## config.mk

```make
export PLATFORM = sky130hd
export DESIGN_NAME = mem_ctrl_flat
export DESIGN_NICKNAME = d
export VERILOG_FILES = /design/src/rtl/mem_ctrl_if.sv /design/src/rtl/mem_ctrl.sv /design/src/flat_wrapper.sv
export SDC_FILE = /design/constraint.sdc
export NUM_CORES = 1
export LEC_CHECK = 0
export CAP_MARGIN = 20
export CORE_MARGIN = 4
export CORE_UTILIZATION = 50
export CTS_BUF_LIST = sky130_fd_sc_hd__clkbuf_4 sky130_fd_sc_hd__clkbuf_8 sky130_fd_sc_hd__clkbuf_16
export CTS_CLUSTER_DIAMETER = 50
export DETAILED_ROUTE_END_ITERATION = 8
export GPL_TIMING_DRIVEN = 1
export HOLD_SLACK_MARGIN = 0.05
export PLACE_DENSITY = 0.75
export SLEW_MARGIN = 40
export SYNTH_ARGS = -nofsm -noshare
export SYNTH_HDL_FRONTEND = slang
export SYNTH_SLANG_ARGS = --single-unit
```

## constraint.sdc

```tcl
create_clock -name clk -period 4.75 [get_ports clk]
set_input_delay 0.7125 -clock clk [delete_from_list [all_inputs] [get_ports clk]]
set_output_delay 0.7125 -clock clk [all_outputs]
set_load 0.03 [all_outputs]
```

## src/rtl/mem_ctrl_if.sv

```systemverilog
// Bus bundle for mem_ctrl: core-side fetch/LSQ handshakes plus the byte-wide RAM/IO port.
// The controller uses the slave view; whatever drives the requests and the RAM uses master.
interface mem_ctrl_if;
  logic        ena;
  logic        in_rollback;
  logic        in_fetch_ena;
  logic [31:0] in_fetch_addr;
  logic        out_fetch_ready;
  logic [31:0] out_fetch_data;
  logic        in_lsq_ena;
  logic        in_lsq_iswrite;
  logic [31:0] in_lsq_addr;
  logic [2:0]  in_lsq_size;
  logic [31:0] in_lsq_write_data;
  logic        out_lsq_ready;
  logic [31:0] out_lsq_data;
  logic        io_buffer_full;
  logic [7:0]  mem_din;
  logic [7:0]  mem_dout;
  logic [31:0] mem_a;
  logic        mem_wr;

  modport slave (
    input  ena, in_rollback, in_fetch_ena, in_fetch_addr,
    input  in_lsq_ena, in_lsq_iswrite, in_lsq_addr, in_lsq_size, in_lsq_write_data,
    input  io_buffer_full, mem_din,
    output out_fetch_ready, out_fetch_data, out_lsq_ready, out_lsq_data,
    output mem_dout, mem_a, mem_wr
  );

  modport master (
    output ena, in_rollback, in_fetch_ena, in_fetch_addr,
    output in_lsq_ena, in_lsq_iswrite, in_lsq_addr, in_lsq_size, in_lsq_write_data,
    output io_buffer_full, mem_din,
    input  out_fetch_ready, out_fetch_data, out_lsq_ready, out_lsq_data,
    input  mem_dout, mem_a, mem_wr
  );
endinterface

```

## src/rtl/mem_ctrl.sv

```systemverilog
// Memory controller: arbitrates fetch and LSQ requests onto a byte-wide RAM/IO bus,
// serialising each access into byte transactions and assembling little-endian results.
module mem_ctrl #(
  parameter logic [1:0] IO_ADDR_HI = 2'b11
) (
  input  logic       clk,
  input  logic       rst,
  mem_ctrl_if.slave  bus
);

  typedef enum logic [1:0] {IDLE, RD, WR, WR_WAIT} state_e;

  state_e      state_q;
  logic        fetch_pend_q;
  logic [31:0] fetch_addr_q;
  logic        lsq_pend_q;
  logic        lsq_wr_q;
  logic [31:0] lsq_addr_q;
  logic [31:0] lsq_wdata_q;
  logic [2:0]  lsq_size_q;
  logic        cur_fetch_q;
  logic [31:0] base_q;
  logic [31:0] wdata_q;
  logic [31:0] asm_q;
  logic [1:0]  cnt_q;
  logic [1:0]  last_q;
  logic        reissue_q;
  logic        mem_wr_q;
  logic [7:0]  mem_dout_q;
  logic [31:0] mem_a_q;
  logic        fetch_ready_q;
  logic        lsq_ready_q;
  logic [31:0] fetch_data_q;
  logic [31:0] lsq_data_q;

  logic [1:0]  cnt_d;
  logic [31:0] cur_addr_d;
  logic [31:0] next_addr_d;
  logic [7:0]  cur_byte_d;
  logic [7:0]  next_byte_d;
  logic [31:0] asm_d;
  logic        done_d;
  logic        fetch_free_d;
  logic        lsq_free_d;

  function automatic logic [1:0] size_last(input logic [2:0] size);
    case (size)
      3'd1:    size_last = 2'd0;
      3'd2:    size_last = 2'd1;
      default: size_last = 2'd3;
    endcase
  endfunction

  function automatic logic is_io(input logic [31:0] addr);
    is_io = (addr[17:16] == IO_ADDR_HI);
  endfunction

  assign cnt_d       = cnt_q + 2'd1;
  assign cur_addr_d  = base_q + {30'b0, cnt_q};
  assign next_addr_d = base_q + {30'b0, cnt_d};
  assign cur_byte_d  = wdata_q[8*cnt_q +: 8];
  assign next_byte_d = wdata_q[8*cnt_d +: 8];
  assign asm_d       = asm_q | ({24'b0, bus.mem_din} << {cnt_q, 3'b000});
  // A request finishing on this edge frees its slot, so a same-edge pulse is latched.
  assign done_d       = (state_q == RD || state_q == WR) && !reissue_q && (cnt_q == last_q);
  assign fetch_free_d = !fetch_pend_q && !(state_q != IDLE && cur_fetch_q && !done_d);
  assign lsq_free_d   = !lsq_pend_q && !(state_q != IDLE && !cur_fetch_q && !done_d);

  always_ff @(posedge clk) begin
    if (rst) begin
      state_q       <= IDLE;
      fetch_pend_q  <= 1'b0;
      fetch_addr_q  <= '0;
      lsq_pend_q    <= 1'b0;
      lsq_wr_q      <= 1'b0;
      lsq_addr_q    <= '0;
      lsq_wdata_q   <= '0;
      lsq_size_q    <= '0;
      cur_fetch_q   <= 1'b0;
      base_q        <= '0;
      wdata_q       <= '0;
      asm_q         <= '0;
      cnt_q         <= '0;
      last_q        <= '0;
      reissue_q     <= 1'b0;
      mem_wr_q      <= 1'b0;
      mem_dout_q    <= '0;
      mem_a_q       <= '0;
      fetch_ready_q <= 1'b0;
      lsq_ready_q   <= 1'b0;
      fetch_data_q  <= '0;
      lsq_data_q    <= '0;
    end else begin
      fetch_ready_q <= 1'b0;
      lsq_ready_q   <= 1'b0;
      if (!bus.ena) begin
        // Freeze: everything holds, the write strobe drops and the byte is replayed later.
        mem_wr_q <= 1'b0;
        if (state_q == RD || state_q == WR) reissue_q <= 1'b1;
      end else begin
        reissue_q <= 1'b0;
        if (bus.in_rollback) begin
          fetch_pend_q <= 1'b0;
        end else if (bus.in_fetch_ena && fetch_free_d) begin
          fetch_pend_q <= 1'b1;
          fetch_addr_q <= bus.in_fetch_addr;
        end
        if (bus.in_lsq_ena && lsq_free_d) begin
          lsq_pend_q  <= 1'b1;
          lsq_wr_q    <= bus.in_lsq_iswrite;
          lsq_addr_q  <= bus.in_lsq_addr;
          lsq_size_q  <= bus.in_lsq_size;
          lsq_wdata_q <= bus.in_lsq_write_data;
        end
        case (state_q)
          IDLE: begin
            if (lsq_pend_q) begin
              lsq_pend_q  <= 1'b0;
              cur_fetch_q <= 1'b0;
              base_q      <= lsq_addr_q;
              wdata_q     <= lsq_wdata_q;
              last_q      <= size_last(lsq_size_q);
              cnt_q       <= 2'd0;
              asm_q       <= '0;
              mem_a_q     <= lsq_addr_q;
              if (!lsq_wr_q) begin
                state_q  <= RD;
                mem_wr_q <= 1'b0;
              end else if (is_io(lsq_addr_q) && bus.io_buffer_full) begin
                state_q  <= WR_WAIT;
                mem_wr_q <= 1'b0;
              end else begin
                state_q    <= WR;
                mem_dout_q <= lsq_wdata_q[7:0];
                mem_wr_q   <= 1'b1;
              end
            end else if (fetch_pend_q && !bus.in_rollback) begin
              fetch_pend_q <= 1'b0;
              cur_fetch_q  <= 1'b1;
              base_q       <= fetch_addr_q;
              last_q       <= 2'd3;
              cnt_q        <= 2'd0;
              asm_q        <= '0;
              mem_a_q      <= fetch_addr_q;
              mem_wr_q     <= 1'b0;
              state_q      <= RD;
            end
          end
          RD: begin
            if (cur_fetch_q && bus.in_rollback) begin
              state_q <= IDLE;
              mem_a_q <= '0;
            end else if (reissue_q) begin
              mem_a_q <= cur_addr_d;
            end else if (cnt_q == last_q) begin
              state_q <= IDLE;
              mem_a_q <= '0;
              if (cur_fetch_q) begin
                fetch_ready_q <= 1'b1;
                fetch_data_q  <= asm_d;
              end else begin
                lsq_ready_q <= 1'b1;
                lsq_data_q  <= asm_d;
              end
            end else begin
              asm_q   <= asm_d;
              cnt_q   <= cnt_d;
              mem_a_q <= next_addr_d;
            end
          end
          WR: begin
            if (reissue_q) begin
              mem_a_q    <= cur_addr_d;
              mem_dout_q <= cur_byte_d;
              mem_wr_q   <= 1'b1;
            end else if (cnt_q == last_q) begin
              state_q     <= IDLE;
              mem_a_q     <= '0;
              mem_wr_q    <= 1'b0;
              lsq_ready_q <= 1'b1;
            end else if (is_io(next_addr_d) && bus.io_buffer_full) begin
              state_q  <= WR_WAIT;
              cnt_q    <= cnt_d;
              mem_a_q  <= next_addr_d;
              mem_wr_q <= 1'b0;
            end else begin
              cnt_q      <= cnt_d;
              mem_a_q    <= next_addr_d;
              mem_dout_q <= next_byte_d;
              mem_wr_q   <= 1'b1;
            end
          end
          WR_WAIT: begin
            if (!bus.io_buffer_full) begin
              state_q    <= WR;
              mem_a_q    <= cur_addr_d;
              mem_dout_q <= cur_byte_d;
              mem_wr_q   <= 1'b1;
            end
          end
          default: state_q <= IDLE;
        endcase
      end
    end
  end

  assign bus.out_fetch_ready = fetch_ready_q;
  assign bus.out_fetch_data  = fetch_data_q;
  assign bus.out_lsq_ready   = lsq_ready_q;
  assign bus.out_lsq_data    = lsq_data_q;
  assign bus.mem_dout        = mem_dout_q;
  assign bus.mem_a           = mem_a_q;
  assign bus.mem_wr          = mem_wr_q;

endmodule

```

## src/flat_wrapper.sv

```systemverilog
// flat-port wrapper written by rule: the top's interface ports become plain ports
module mem_ctrl_flat 
#(
  parameter logic [1:0] IO_ADDR_HI = 2'b11
)
  (clk, rst, bus_ena, bus_in_rollback, bus_in_fetch_ena, bus_in_fetch_addr, bus_in_lsq_ena, bus_in_lsq_iswrite, bus_in_lsq_addr, bus_in_lsq_size, bus_in_lsq_write_data, bus_io_buffer_full, bus_mem_din, bus_out_fetch_ready, bus_out_fetch_data, bus_out_lsq_ready, bus_out_lsq_data, bus_mem_dout, bus_mem_a, bus_mem_wr);
  mem_ctrl_if bus_i ();
  input  logic clk;
  input  logic rst;
  input wire logic [$bits(bus_i.ena)-1:0] bus_ena;
  input wire logic [$bits(bus_i.in_rollback)-1:0] bus_in_rollback;
  input wire logic [$bits(bus_i.in_fetch_ena)-1:0] bus_in_fetch_ena;
  input wire logic [$bits(bus_i.in_fetch_addr)-1:0] bus_in_fetch_addr;
  input wire logic [$bits(bus_i.in_lsq_ena)-1:0] bus_in_lsq_ena;
  input wire logic [$bits(bus_i.in_lsq_iswrite)-1:0] bus_in_lsq_iswrite;
  input wire logic [$bits(bus_i.in_lsq_addr)-1:0] bus_in_lsq_addr;
  input wire logic [$bits(bus_i.in_lsq_size)-1:0] bus_in_lsq_size;
  input wire logic [$bits(bus_i.in_lsq_write_data)-1:0] bus_in_lsq_write_data;
  input wire logic [$bits(bus_i.io_buffer_full)-1:0] bus_io_buffer_full;
  input wire logic [$bits(bus_i.mem_din)-1:0] bus_mem_din;
  output wire logic [$bits(bus_i.out_fetch_ready)-1:0] bus_out_fetch_ready;
  output wire logic [$bits(bus_i.out_fetch_data)-1:0] bus_out_fetch_data;
  output wire logic [$bits(bus_i.out_lsq_ready)-1:0] bus_out_lsq_ready;
  output wire logic [$bits(bus_i.out_lsq_data)-1:0] bus_out_lsq_data;
  output wire logic [$bits(bus_i.mem_dout)-1:0] bus_mem_dout;
  output wire logic [$bits(bus_i.mem_a)-1:0] bus_mem_a;
  output wire logic [$bits(bus_i.mem_wr)-1:0] bus_mem_wr;
  assign bus_i.ena = bus_ena;
  assign bus_i.in_rollback = bus_in_rollback;
  assign bus_i.in_fetch_ena = bus_in_fetch_ena;
  assign bus_i.in_fetch_addr = bus_in_fetch_addr;
  assign bus_i.in_lsq_ena = bus_in_lsq_ena;
  assign bus_i.in_lsq_iswrite = bus_in_lsq_iswrite;
  assign bus_i.in_lsq_addr = bus_in_lsq_addr;
  assign bus_i.in_lsq_size = bus_in_lsq_size;
  assign bus_i.in_lsq_write_data = bus_in_lsq_write_data;
  assign bus_i.io_buffer_full = bus_io_buffer_full;
  assign bus_i.mem_din = bus_mem_din;
  assign bus_out_fetch_ready = bus_i.out_fetch_ready;
  assign bus_out_fetch_data = bus_i.out_fetch_data;
  assign bus_out_lsq_ready = bus_i.out_lsq_ready;
  assign bus_out_lsq_data = bus_i.out_lsq_data;
  assign bus_mem_dout = bus_i.mem_dout;
  assign bus_mem_a = bus_i.mem_a;
  assign bus_mem_wr = bus_i.mem_wr;
  mem_ctrl #(.IO_ADDR_HI(IO_ADDR_HI)) u_core (.clk(clk), .rst(rst), .bus(bus_i));
endmodule
```

* Yosys cells after proc, flatten, opt, wreduce, memory -nomap -nowiden *
Cells that the tools add are included.

word-level totals
  bits in registers = 313
  input port bits = 115
  output and inout bits = 107
  logic and storage cells = 171

operators by class
  add/subtract/negate cells = 3
  eq/ne operators = 22
  shift operators = 3
  muxes and demuxes = 69
  bitwise gates (word level) = 8
  reductions and logical operators = 44

operators with widths
  cell                  number
  $mux W32              11
  $pmux W32 S4          1
  $add A32 B2 Y32       2
  $pmux W32 S2          1
  $shiftx A32 B6 Y8     2
  $mux W8               7
  $mux W2               17
  $or A32 B32 Y32       1
  $shl A8 B5 Y32        1
  $mux W1               26
  $pmux W8 S3           1
  $reduce_and A6 Y1     3
  $reduce_and A3 Y1     5
  $logic_and A1 B1 Y1   14
  $ne A2 B2 Y1 const B  6
  $ne A3 B3 Y1 const B  3
  $eq A2 B2 Y1 const B  4
  $logic_not A1 Y1      8
  $pmux W2 S4           1
  $reduce_and A8 Y1     1
  $not A1 Y1            7
  $reduce_and A7 Y1     1
  $ne A3 B2 Y1 const B  2
  $pmux W2 S3           1
  other kinds (18)      23

* Longest topological paths before layout *
Gate-level depths: netlist of run 1.

  depth after elaboration = 14
  gate-level depth with buffers = 13
  depth with buffers taken out = 11

* Least setup slack after synthesis of run 1 *
OpenSTA, ideal clock, no wires.

  kind = register to register
  from = register u_core.cnt_q[1]
  to = register u_core.mem_a_q[22], in the netlist u_core.bus.mem_a[22]
  arrival time = 3.364 ns
  required time = 4.633 ns
  slack = 1.269 ns
  cell stages (with the launch flop) = 13
  clock period less this slack = 3.481 ns
  cell sequence = dfxtp_1 > buf_1 > inv_1 > nor2_1 > or2_2 > inv_1 > fa_1 > nand3b_1 > or4_1 > o21ai_0 > nand2_1 > a221o_1 > a32o_1

on the way
  word-level cells in the longest chain between the ends = 6
  elaborated cells on any way between the ends = 9
  classes of those cells = add/sub (3); eq/ne (1); mux (5)

RTL lines
  element                 line             text
  from (decl)             mem_ctrl.sv:25   logic [1:0] cnt_q;
  from (signal assigned)  mem_ctrl.sv:167  cnt_q <= cnt_d;
  from (signal assigned)  mem_ctrl.sv:183  cnt_q <= cnt_d;
  from (signal assigned)  mem_ctrl.sv:187  cnt_q <= cnt_d;
  $add A2 B1 Y2           mem_ctrl.sv:58   assign cnt_d = cnt_q + 2'd1;
  $add A32 B2 Y32         mem_ctrl.sv:60   assign next_addr_d = base_q + {30'b0, cnt_d};
  $mux W32                mem_ctrl.sv:176  end else if (cnt_q == last_q) begin
  $mux W32                mem_ctrl.sv:172  if (reissue_q) begin
  $mux W32                mem_ctrl.sv:150  if (cur_fetch_q && bus.in_rollback) begin
  $pmux W32 S4 *          mem_ctrl.sv:115  case (state_q)
  to (signal assigned)    mem_ctrl.sv:154  mem_a_q <= cur_addr_d;
  to (signal assigned)    mem_ctrl.sv:173  mem_a_q <= cur_addr_d;
  to (signal assigned)    mem_ctrl.sv:184  mem_a_q <= next_addr_d;
  to (decl)               mem_ctrl.sv:30   logic [31:0] mem_a_q;

Every way passes the cells marked *; elsewhere a longest branch is shown, timed or not. The select of a mux whose other input is x is not followed.
A chain may end at the register's enable or synchronous reset.

* Worst setup path in the final report of run 1 *
  from = register u_core.cnt_q[0]
  to = register u_core.mem_a_q[20], in the netlist u_core.bus.mem_a[20]

The elaborated chain is that of the path after synthesis.

==> results of run 1 <==
-- cell families after synthesis --
group | after synthesis | synth area share [%]
and+or+nand+nor | 651 | 20.0
AOI/OAI and AO/OA | 478 | 21.6
adders and majority gates | 10 | 1.01
muxes | 59 | 5.76
DFF | 313 | 45.1
buffers and inverters | 157 | 4.70
xor gates and xnor gates | 28 | 1.90
-- placed cells by master, fill, tap and decap left out, drive strengths merged, types with 19 or more instances in the layout --
cell / synthesis / final
xnor2: 19 / 19
dfxtp: 313 / 313
clkbuf: 86 / 55
nand2: 368 / 368
buf: 55 / 19
a21oi: 247 / 247
clkdlybuf4s50: 0 / 220
nand3: 30 / 30
a211oi: 108 / 108
nor2: 163 / 163
o21ai: 29 / 29
mux2i: 35 / 35
-- state kept, by name (all words and copies together) (netlist names), 2 cells and up --
signal	cells
u_core.base_q	32
u_core.lsq_addr_q	32
u_core.last_q	2
u_core.lsq_size_q	3
u_core.fetch_addr_q	32
u_core.bus.out_fetch_data	32
u_core.lsq_wdata_q	32
u_core.cnt_q	2
u_core.bus.mem_dout	8
u_core.bus.mem_a	32
u_core.asm_q	32
u_core.state_q	2
u_core.wdata_q	32
u_core.bus.out_lsq_data	32
-- worst max-delay path: stages (launching register included) --
cell and delay (ns):
dfxtp_1 0.42, buf_4 0.40, inv_1 0.21, nor2_1 0.15
or2_2 0.14, inv_1 0.06, fa_1 0.47, nand3b_1 0.25
nor3_1 0.60, o22ai_1 0.27, a2111oi_0 0.44, a21oi_1 0.08
a32o_1 0.28
-- through the flow --
step / total power [mW] / hold WS, ns / setup slack, ns
5_1_grt: 6.53 / 0.470 / 0.472
2_1_floorplan: 3.38 / 0.432 / 1.27
6_report: 6.29 / 0.454 / 0.884
3_5_place_dp: 3.69 / 0.445 / 0.966
4_1_cts: 6.31 / 0.454 / 0.942
3_3_place_gp: 3.67 / 0.441 / 1.07
-- worst min-delay path by stage --
stage	start	to	slack (ns)	cells after the start
after floorplan	u_core.lsq_wdata_q[10]$_SDFFE_PP0P_	u_core.wdata_q[10]$_SDFFE_PP0P_	0.43	2
after global placement	u_core.lsq_wdata_q[22]$_SDFFE_PP0P_	u_core.wdata_q[22]$_SDFFE_PP0P_	0.44	2
after detailed placement	u_core.lsq_wdata_q[22]$_SDFFE_PP0P_	u_core.wdata_q[22]$_SDFFE_PP0P_	0.45	2
after CTS	u_core.fetch_addr_q[18]$_SDFFE_PP0P_	u_core.fetch_addr_q[18]$_SDFFE_PP0P_	0.45	2
after global routing	u_core.lsq_addr_q[12]$_SDFFE_PP0P_	u_core.lsq_addr_q[12]$_SDFFE_PP0P_	0.47	2
final	u_core.fetch_addr_q[1]$_SDFFE_PP0P_	u_core.fetch_addr_q[1]$_SDFFE_PP0P_	0.45	2
-- layer usage --
layer  up-vias  track usage [%]
met1      6021             35.5
met3        56             5.82
met5         -                0
met4         0             5.89
li1       6227                -
met2       452             38.6
-- final cells by class --
| class | instances | share of cell area, % |
|---|---|---|
| multi-input combinational | 1226 | 40.7 |
| clock inverter | 9 | 0.303 |
| inverter | 16 | 0.346 |
| sequential | 313 | 36.1 |
| clock buffer | 54 | 6.28 |
| timing repair buffer | 240 | 13.6 |
| tap | 372 | 2.68 |
-- where the power goes --
group          switching [mW]  internal [mW]
combinational           0.492          0.321
sequential             0.0954           2.74
clock                    1.06           1.59
==> run metrics, run 1 <==
DP Area 16200 µm²; WL per Instance approximately 18 µm; Slew HR 46.6%; leak pwr approximately 6 nW; final net count around 2000; ys flop type dfxtp_1; area of all placed cells without fillers approximately 17000 µm²; Multi-input gate area 7060 µm²; Syn Inst Count 1696; Max Cap Viol 0; Core Footprint about 27000 µm²; CP required between 5 and 6 ns; clock tree buffer depth 3; placed cells roughly 2200; metal2 WL 17.7 mm; post-synth top area cell dfxtp_1; synthesized net count between 1500 and 2000; fillers 2390; vias post-DR around 13000; Area growth syn-to-layout 24.9%; CTS Buf Count 35; RSZ-0062 raised after global routing no; Min-Delay Path Class reg -> reg; max-slew violations 0; Post-synth top cells nand2_1 (367), dfxtp_1 (313), a21oi_1 (247); worst setup path category reg -> reg; Cell Area, Synth around 14000 µm²; CTS resizes 0; GPL Wtd Cong 0.896; Final min period between 3 and 4 ns; Post-CTS Hold Fix Bufs 0; Reg clk slew, reported paths about 0.06 ns; Max Clock Freq around 0.26 GHz; clk sinks around 310; outcome finished clean; crit path launch u_core.cnt_q[0]$_SDFFE_PP0P_; first-pass GRT wire length about 64 mm; I/O Pins roughly 220; worst-margin pin slew 0.798 ns; initial antenna violation count 0; CTS root buf clkbuf_16; Top Metal Used met4; Startpoint Class flip-flop; H-Tree Depth 2; vias per std cell 5.72; Synth top area share a little under half; gr usage total between 20% and 30%; Final Skew about 0.018 ns; Die ar. between 30000 and 40000 µm²; YS warnings 0; syn avg cell area between 8 and 9 µm²; Initial DRC Count ~1000; DRT Pass-1 Iters 6; Final Cycle Share 81.4%; clock latency on the worst-skew pair 0.51 ns; Die X roughly 170 µm; flop2flop setup slack 0.88 ns; top cells by area, synth dfxtp_1 (45%), nand2_1 (9.9%), a21oi_1 (8.9%); Crit Path Max Fanout 20; CP endpoint u_core.bus.mem_a[20]$_SDFFE_PP0P_; largest net degree at the start of global routing 114; Peak VDD IR roughly 0.00022 V; sequential share of the synthesized area a little under half; CTS tree yes; PortBufs approximately 220; Reg2Reg Capture Point u_core.bus.mem_a[20]$_SDFFE_PP0P_; Synth cell types 73; Die Y around 170 µm; row cnt 60; post-synthesis register bit count approximately 310; M1 WL ~18 mm; setup bufs post-CTS 0; final setup vio count 0; final core utilization a little under two thirds; number of nets with antenna violations after routing 0; Worst Path Arrival between 4 and 5 ns; Setup TNS 0 ns; RR Startpoint u_core.cnt_q[0]$_SDFFE_PP0P_; asr flop ratio synth 0%; residual DRC count 0; Post-synth EDFFs 0; total wire length roughly 40 mm; share of cells above drive strength 1 7.16%; Post-Layout Cell Count 2230; crit end category flip-flop; GRT overflow 0; R2R depth 12; vias in the first global route 11983; pwr dens 362 nW/µm²; most common cell in the netlist nand2_1; ant diodes 0; flip-flop and latch area roughly 6300 µm²; DR WL met3 3.30 mm; DP HPWL approximately 27 mm; Initial Util about 51%; Fin. Hold Viols 0
No activity file was read; power rests on OpenSTA's default activity.
==> run 2, diff against run 1 <==
--- a/config.mk
+++ b/config.mk
@@ -7,13 +7,13 @@
 export LEC_CHECK = 0
 export CAP_MARGIN = 20
 export CORE_MARGIN = 4
-export CORE_UTILIZATION = 50
+export CORE_UTILIZATION = 49
 export CTS_BUF_LIST = sky130_fd_sc_hd__clkbuf_4 sky130_fd_sc_hd__clkbuf_8 sky130_fd_sc_hd__clkbuf_16
 export CTS_CLUSTER_DIAMETER = 50
 export DETAILED_ROUTE_END_ITERATION = 8
 export GPL_TIMING_DRIVEN = 1
 export HOLD_SLACK_MARGIN = 0.05
-export PLACE_DENSITY = 0.75
+export PLACE_DENSITY = 0.77
 export SLEW_MARGIN = 40
 export SYNTH_ARGS = -nofsm -noshare
 export SYNTH_HDL_FRONTEND = slang
==> constraint.sdc (replaced) <==
create_clock -name clk -period 3.4 [get_ports clk]
set_input_delay 0.51 -clock clk [delete_from_list [all_inputs] [get_ports clk]]
set_output_delay 0.51 -clock clk [all_outputs]
set_load 0.03 [all_outputs]
==> run 2 against run 1 <==
Flip-flop and latch count stayed put. Clock skew decreased by 0.0071 ns. Cell area grew 1.8%. First-iteration DRC count increased by 7.9%. Power rose by 44%. Global-route usage increased by 0.053 points. Utilization is 0.45 points lower. Die area up 1.9%. Sequential power rose by 40%. Largest cell class unchanged. Highest routed layer unchanged.
==> run metrics, run 2 (synthesized netlist as in run 1, its figures left out) <==
outcome finished clean; crit end category flip-flop; Switching Power 2.32 mW; Core Footprint between 20000 and 30000 µm²; Final Skew 0.0110 ns; Max Cap Viol 0; Worst Path Arrival roughly 3.6 ns; DP HPWL around 28 mm; largest net degree at the start of global routing between 70 and 80; Final min period between 3 and 4 ns; Max Clock Freq 0.316 GHz; worst hold slack 0.448 ns; Initial DRC Count around 1100; setup bufs post-CTS 0; Area growth syn-to-layout 27.2%; total wire length 40.4 mm; pwr dens approximately 510 nW/µm²; I/O Pins ~220; PortBufs ~220; row cnt 61; vias post-DR about 13000; CTS root buf clkbuf_16; Startpoint Class flip-flop; first-pass GRT wire length 63.9 mm; worst-margin pin slew just under 0.7 ns; leak pwr 6.01 nW; clock tree buffer depth 3; vias in the first global route approximately 12000; RSZ-0062 raised after global routing no; Min-Delay Path Class reg -> reg; Initial Util between 40% and 50%; CTS Buf Count 35; GPL Wtd Cong 0.927; CTS tree yes; commonest non-fill, non-tap cells in the layout nand2_1 (367), dfxtp_1 (311), a21oi_1 (247), clkdlybuf4s50_1 (220), nor2_1 (159); Die ar. 31100 µm²; share of cells above drive strength 1 8.27%; GRT overflow 0; DRT Pass-1 Iters 5; combinational power share roughly an eighth; Peak VDD IR between 0.0003 and 0.0004 V; Fin. Hold Viols 0; share of power burned in registers a little over two fifths; Setup TNS 0 ns; residual DRC count 0; gr usage total between 20 and 25%; H-Tree Depth 2; clk sinks 313; worst setup path category reg -> reg; Int Power roughly 6.7 mW; Reg clk slew, reported paths 0.06 ns; Sw Share approximately 26%; clock latency on the worst-skew pair a little over 0.5 ns; Die Y 176 µm; final net count 1985; Final Cycle Share 93.1%; final setup vio count 0; WL per Instance roughly 18 µm; clock power share a little over two fifths; CP required ~3.8 ns; PnR Total Power 9.03 mW; most common cell after layout, fill and taps aside nand2_1; Die X approximately 180 µm; Crit Path Max Fanout 8; number of nets with antenna violations after routing 0; initial antenna violation count 0; vias per std cell around 5.7; Slew HR between 50 and 60%; ant diodes 0; max-slew violations 0
-- run 2: power by group through the flow --
stage	sequential [mW]	clock (mW)	combinational [mW]
global route	3.98	4.12	1.27
CTS	3.96	3.96	1.16
floorplan	4.08	0	0.647
global placement	4.03	0	1.13
detailed placement	4.04	0	1.15
finish	3.96	3.90	1.16
-- run 2: metrics by stage --
| step | area, µm² | instances | setup slack, ns | utilization (%) |
|---|---|---|---|---|
| 6_report | 17700 | 2265 | 0.235 | 63.4 |
| 5_1_grt | 17700 | 2265 | 0.0626 | 63.4 |
| 4_1_cts | 17700 | 2265 | 0.204 | 63.4 |
| 3_5_place_dp | 16400 | 2201 | 0.229 | 59.0 |
| 3_3_place_gp | 16400 | 2201 | 0.327 | 59.0 |
| 2_1_floorplan | 13900 | 1696 | 0.00781 | - |
-- run 2: final timing paths --
kind | from | endpoint | slack [ns] | depth (start not counted)
worst max register to register | u_core.cnt_q[1]$_SDFFE_PP0P_ | u_core.bus.mem_dout[5]$_SDFFE_PP0P_ | 0.24 | 11
worst min-delay path | u_core.lsq_wdata_q[17]$_SDFFE_PP0P_ | u_core.wdata_q[17]$_SDFFE_PP0P_ | 0.45 | 2
worst max-delay path | u_core.cnt_q[1]$_SDFFE_PP0P_ | u_core.bus.mem_dout[5]$_SDFFE_PP0P_ | 0.24 | 11
worst min register to register | u_core.lsq_wdata_q[17]$_SDFFE_PP0P_ | u_core.wdata_q[17]$_SDFFE_PP0P_ | 0.45 | 2
-- run 2: worst max-delay path, cell delays in order (launching register included) --
cell      delay [ns]
dfxtp_1         0.43
inv_1           0.14
nor2_2          0.13
or2_2           0.13
inv_1           0.05
fa_1            0.46
nand3b_1        0.28
or3_1           0.43
o211ai_1        0.30
nand3_1         0.17
nand2_4         0.17
mux2_2          0.35
-- run 2: repair_timing --
action                                  in CTS  in global routing
hold buffers                                 0                  0
endpoints found under the setup margin       0                  8
resized for setup                            0                  2
-- run 2: layout make-up --
type / instances / area (µm²)
clock buffers: 51 / 1060
inverters: 16 / 60.1
flip-flops and latches: 313 / 6270
repair buffers: 268 / 2630
multi-input cells: 1226 / 7020
well taps: 378 / 473
fillers: 2387 / 10200
clock inverters: 13 / 168
-- run 2: layer usage --
layer	GRT usage, %	part of all wire [%]
met1	35.6	45
met2	39.0	45
met3	4.35	7.2
met4	7.64	2.6
met5	0	0
==> run 3, diff against run 2 <==
--- a/config.mk
+++ b/config.mk
@@ -7,13 +7,13 @@
 export LEC_CHECK = 0
 export CAP_MARGIN = 20
 export CORE_MARGIN = 4
-export CORE_UTILIZATION = 49
+export CORE_UTILIZATION = 50
 export CTS_BUF_LIST = sky130_fd_sc_hd__clkbuf_4 sky130_fd_sc_hd__clkbuf_8 sky130_fd_sc_hd__clkbuf_16
 export CTS_CLUSTER_DIAMETER = 50
 export DETAILED_ROUTE_END_ITERATION = 8
 export GPL_TIMING_DRIVEN = 1
 export HOLD_SLACK_MARGIN = 0.05
-export PLACE_DENSITY = 0.77
+export PLACE_DENSITY = 0.75
 export SLEW_MARGIN = 40
 export SYNTH_ARGS = -nofsm -noshare
 export SYNTH_HDL_FRONTEND = slang
==> constraint.sdc (replaced) <==
create_clock -name clk -period 4 [get_ports clk]
set_input_delay 0.6 -clock clk [delete_from_list [all_inputs] [get_ports clk]]
set_output_delay 0.6 -clock clk [all_outputs]
set_load 0.03 [all_outputs]
==> run 3 against run 2 <==
Power down 16%. Worst hold slack improved by 0.0027 ns. Global-route usage down 0.074 points. Clock power down 17%. Sequential share of layout area up 0.36 points. Largest cell class unchanged.
==> run metrics, run 3 (synthesized netlist as in run 1, its figures left out) <==
worst hold slack ~0.45 ns; final setup vio count 0; Reg clk slew, reported paths 0.06 ns; I/O Pins about 220; vias post-DR between 10000 and 15000; placed cells 2182; worst path cell trace buf_4 -> nor2_1 -> or2_2 -> ha_1 -> a21oi_1 -> nor3_1 -> buf_4 -> a41o_1 -> a32oi_1 -> nand2_2 -> mux2_1; PortBufs 221; GPL Wtd Cong roughly 0.89; GRT overflow 0; Initial DRC Count just over 1000; first-pass GRT wire length 63.5 mm; Die ar. 30500 µm²; Max stage delay on crit path roughly 0.42 ns; cell family contributing the most delay on the critical path compound AO/OA/AOI/OAI gates; residual DRC count 0; flop2flop setup slack 0.66 ns; H-Tree Depth 2; CTS resizes 0; total wire length 39.8 mm; area of all placed cells without fillers 17500 µm²; initial antenna violation count 0; CTS Buf Count 36; Switching Power approximately 2.0 mW; WL per Instance roughly 18 µm; final core utilization ~64%; Max Clock Freq about 0.30 GHz; Area growth syn-to-layout 25.9%; Peak VDD IR roughly 0.00028 V; PnR Total Power around 7.6 mW; share of cells above drive strength 1 about 7.6%; combinational power share ~13%; clk sinks approximately 310; Final min period 3.34 ns; CTS tree yes; Hold Path Cell Cnt 2; outcome finished clean; vias in the first global route about 12000; clock tree buffer depth 3; Core Footprint roughly 27000 µm²; instance count on the critical path 11; Final Skew ~0.012 ns; clock latency on the worst-skew pair 0.52 ns; PnR worst setup slack 0.664 ns; Slew HR between 40% and 50%; CTS root buf clkbuf_16; number of nets with antenna violations after routing 0; pwr dens roughly 430 nW/µm²; gr usage total between 20% and 30%; leak pwr about 5.9 nW; Crit Path Max Fanout 23; ant diodes 0; commonest non-fill, non-tap cells in the layout nand2_1 (367), dfxtp_1 (312), a21oi_1 (247), clkdlybuf4s50_1 (220), nor2_1 (162); row cnt 60; RSZ-0062 raised after global routing no; DP Area 16300 µm²; final net count 1973; pre-CTS WS about 0.7 ns; Initial Util approximately 50%; max-slew violations 0; CP required roughly 4.4 ns; Post-Layout Cell Count 2247; Post-CTS Hold Fix Bufs 0; Top cell by count, worst path buf_4; DRT Pass-1 Iters 5; Die Y around 170 µm; largest net degree at the start of global routing approximately 140; most common cell after layout, fill and taps aside nand2_1; setup bufs post-CTS 0; share of power burned in registers 44.5%; Die X roughly 170 µm; crit end category flip-flop; Fin. Hold Viols 0; Min-Delay Path Class reg -> reg; Max Cap Viol 0; Setup TNS 0 ns; Startpoint Class flip-flop; slowest stage cell on the critical path a21oi_1; CP bufs+invs 2; worst-margin pin slew just over 0.8 ns; Sw Share a little over a quarter; Int Power between 5 and 6 mW; R2R depth 11; Final Cycle Share a little over four fifths; worst setup path category reg -> reg; clock power share 42.7%; vias per std cell 5.71; Worst Path Arrival approximately 3.7 ns; DP HPWL approximately 27 mm
## run 3: changes by cell type in the layout (fill, tap and decap cells not counted), sizes merged
cell	previous run	this run
clkinvlp	1	3
bufinv	3	1
buf	48	34
inv	19	21
## run 3: power groups by stage
stage	sequential [mW]	combinational [mW]	clock, mW
after floorplan	3.47	0.550	0
after CTS	3.37	0.970	3.29
final	3.37	0.971	3.23
after global placement	3.43	0.950	0
after detailed placement	3.43	0.964	0
after global routing	3.38	1.06	3.42
## run 3: metal layers
metal	vias to the layer above	routed length (µm)	GRT usage [%]
met5	-	0	0
met3	57	2830	4.11
li1	6265	-	-
met2	513	17800	38.6
met1	5989	18400	36.4
met4	0	730	6.28
## run 3: worst paths after layout
kind,from,end
hold / removal,u_core.lsq_wdata_q[17]$_SDFFE_PP0P_,u_core.wdata_q[17]$_SDFFE_PP0P_
setup reg to reg,u_core.cnt_q[0]$_SDFFE_PP0P_,u_core.bus.mem_dout[7]$_SDFFE_PP0P_
hold reg to reg,u_core.lsq_wdata_q[17]$_SDFFE_PP0P_,u_core.wdata_q[17]$_SDFFE_PP0P_
setup / recovery,u_core.cnt_q[0]$_SDFFE_PP0P_,u_core.bus.mem_dout[7]$_SDFFE_PP0P_
## run 3: cell type report
class	count	area, µm²
fill	2384	9680
multi-input combinational	1226	7020
sequential	313	6270
timing repair buffer	255	2500
clock buffer	50	1040
tap	372	465
clock inverter	15	151
inverter	16	60.1
## run 3: worst min-delay path, delay by kind of cell, from the launching register on
family,cells,cell delay (ns)
compound gates,1,0.05
simple gates,1,0.05
flops,1,0.31
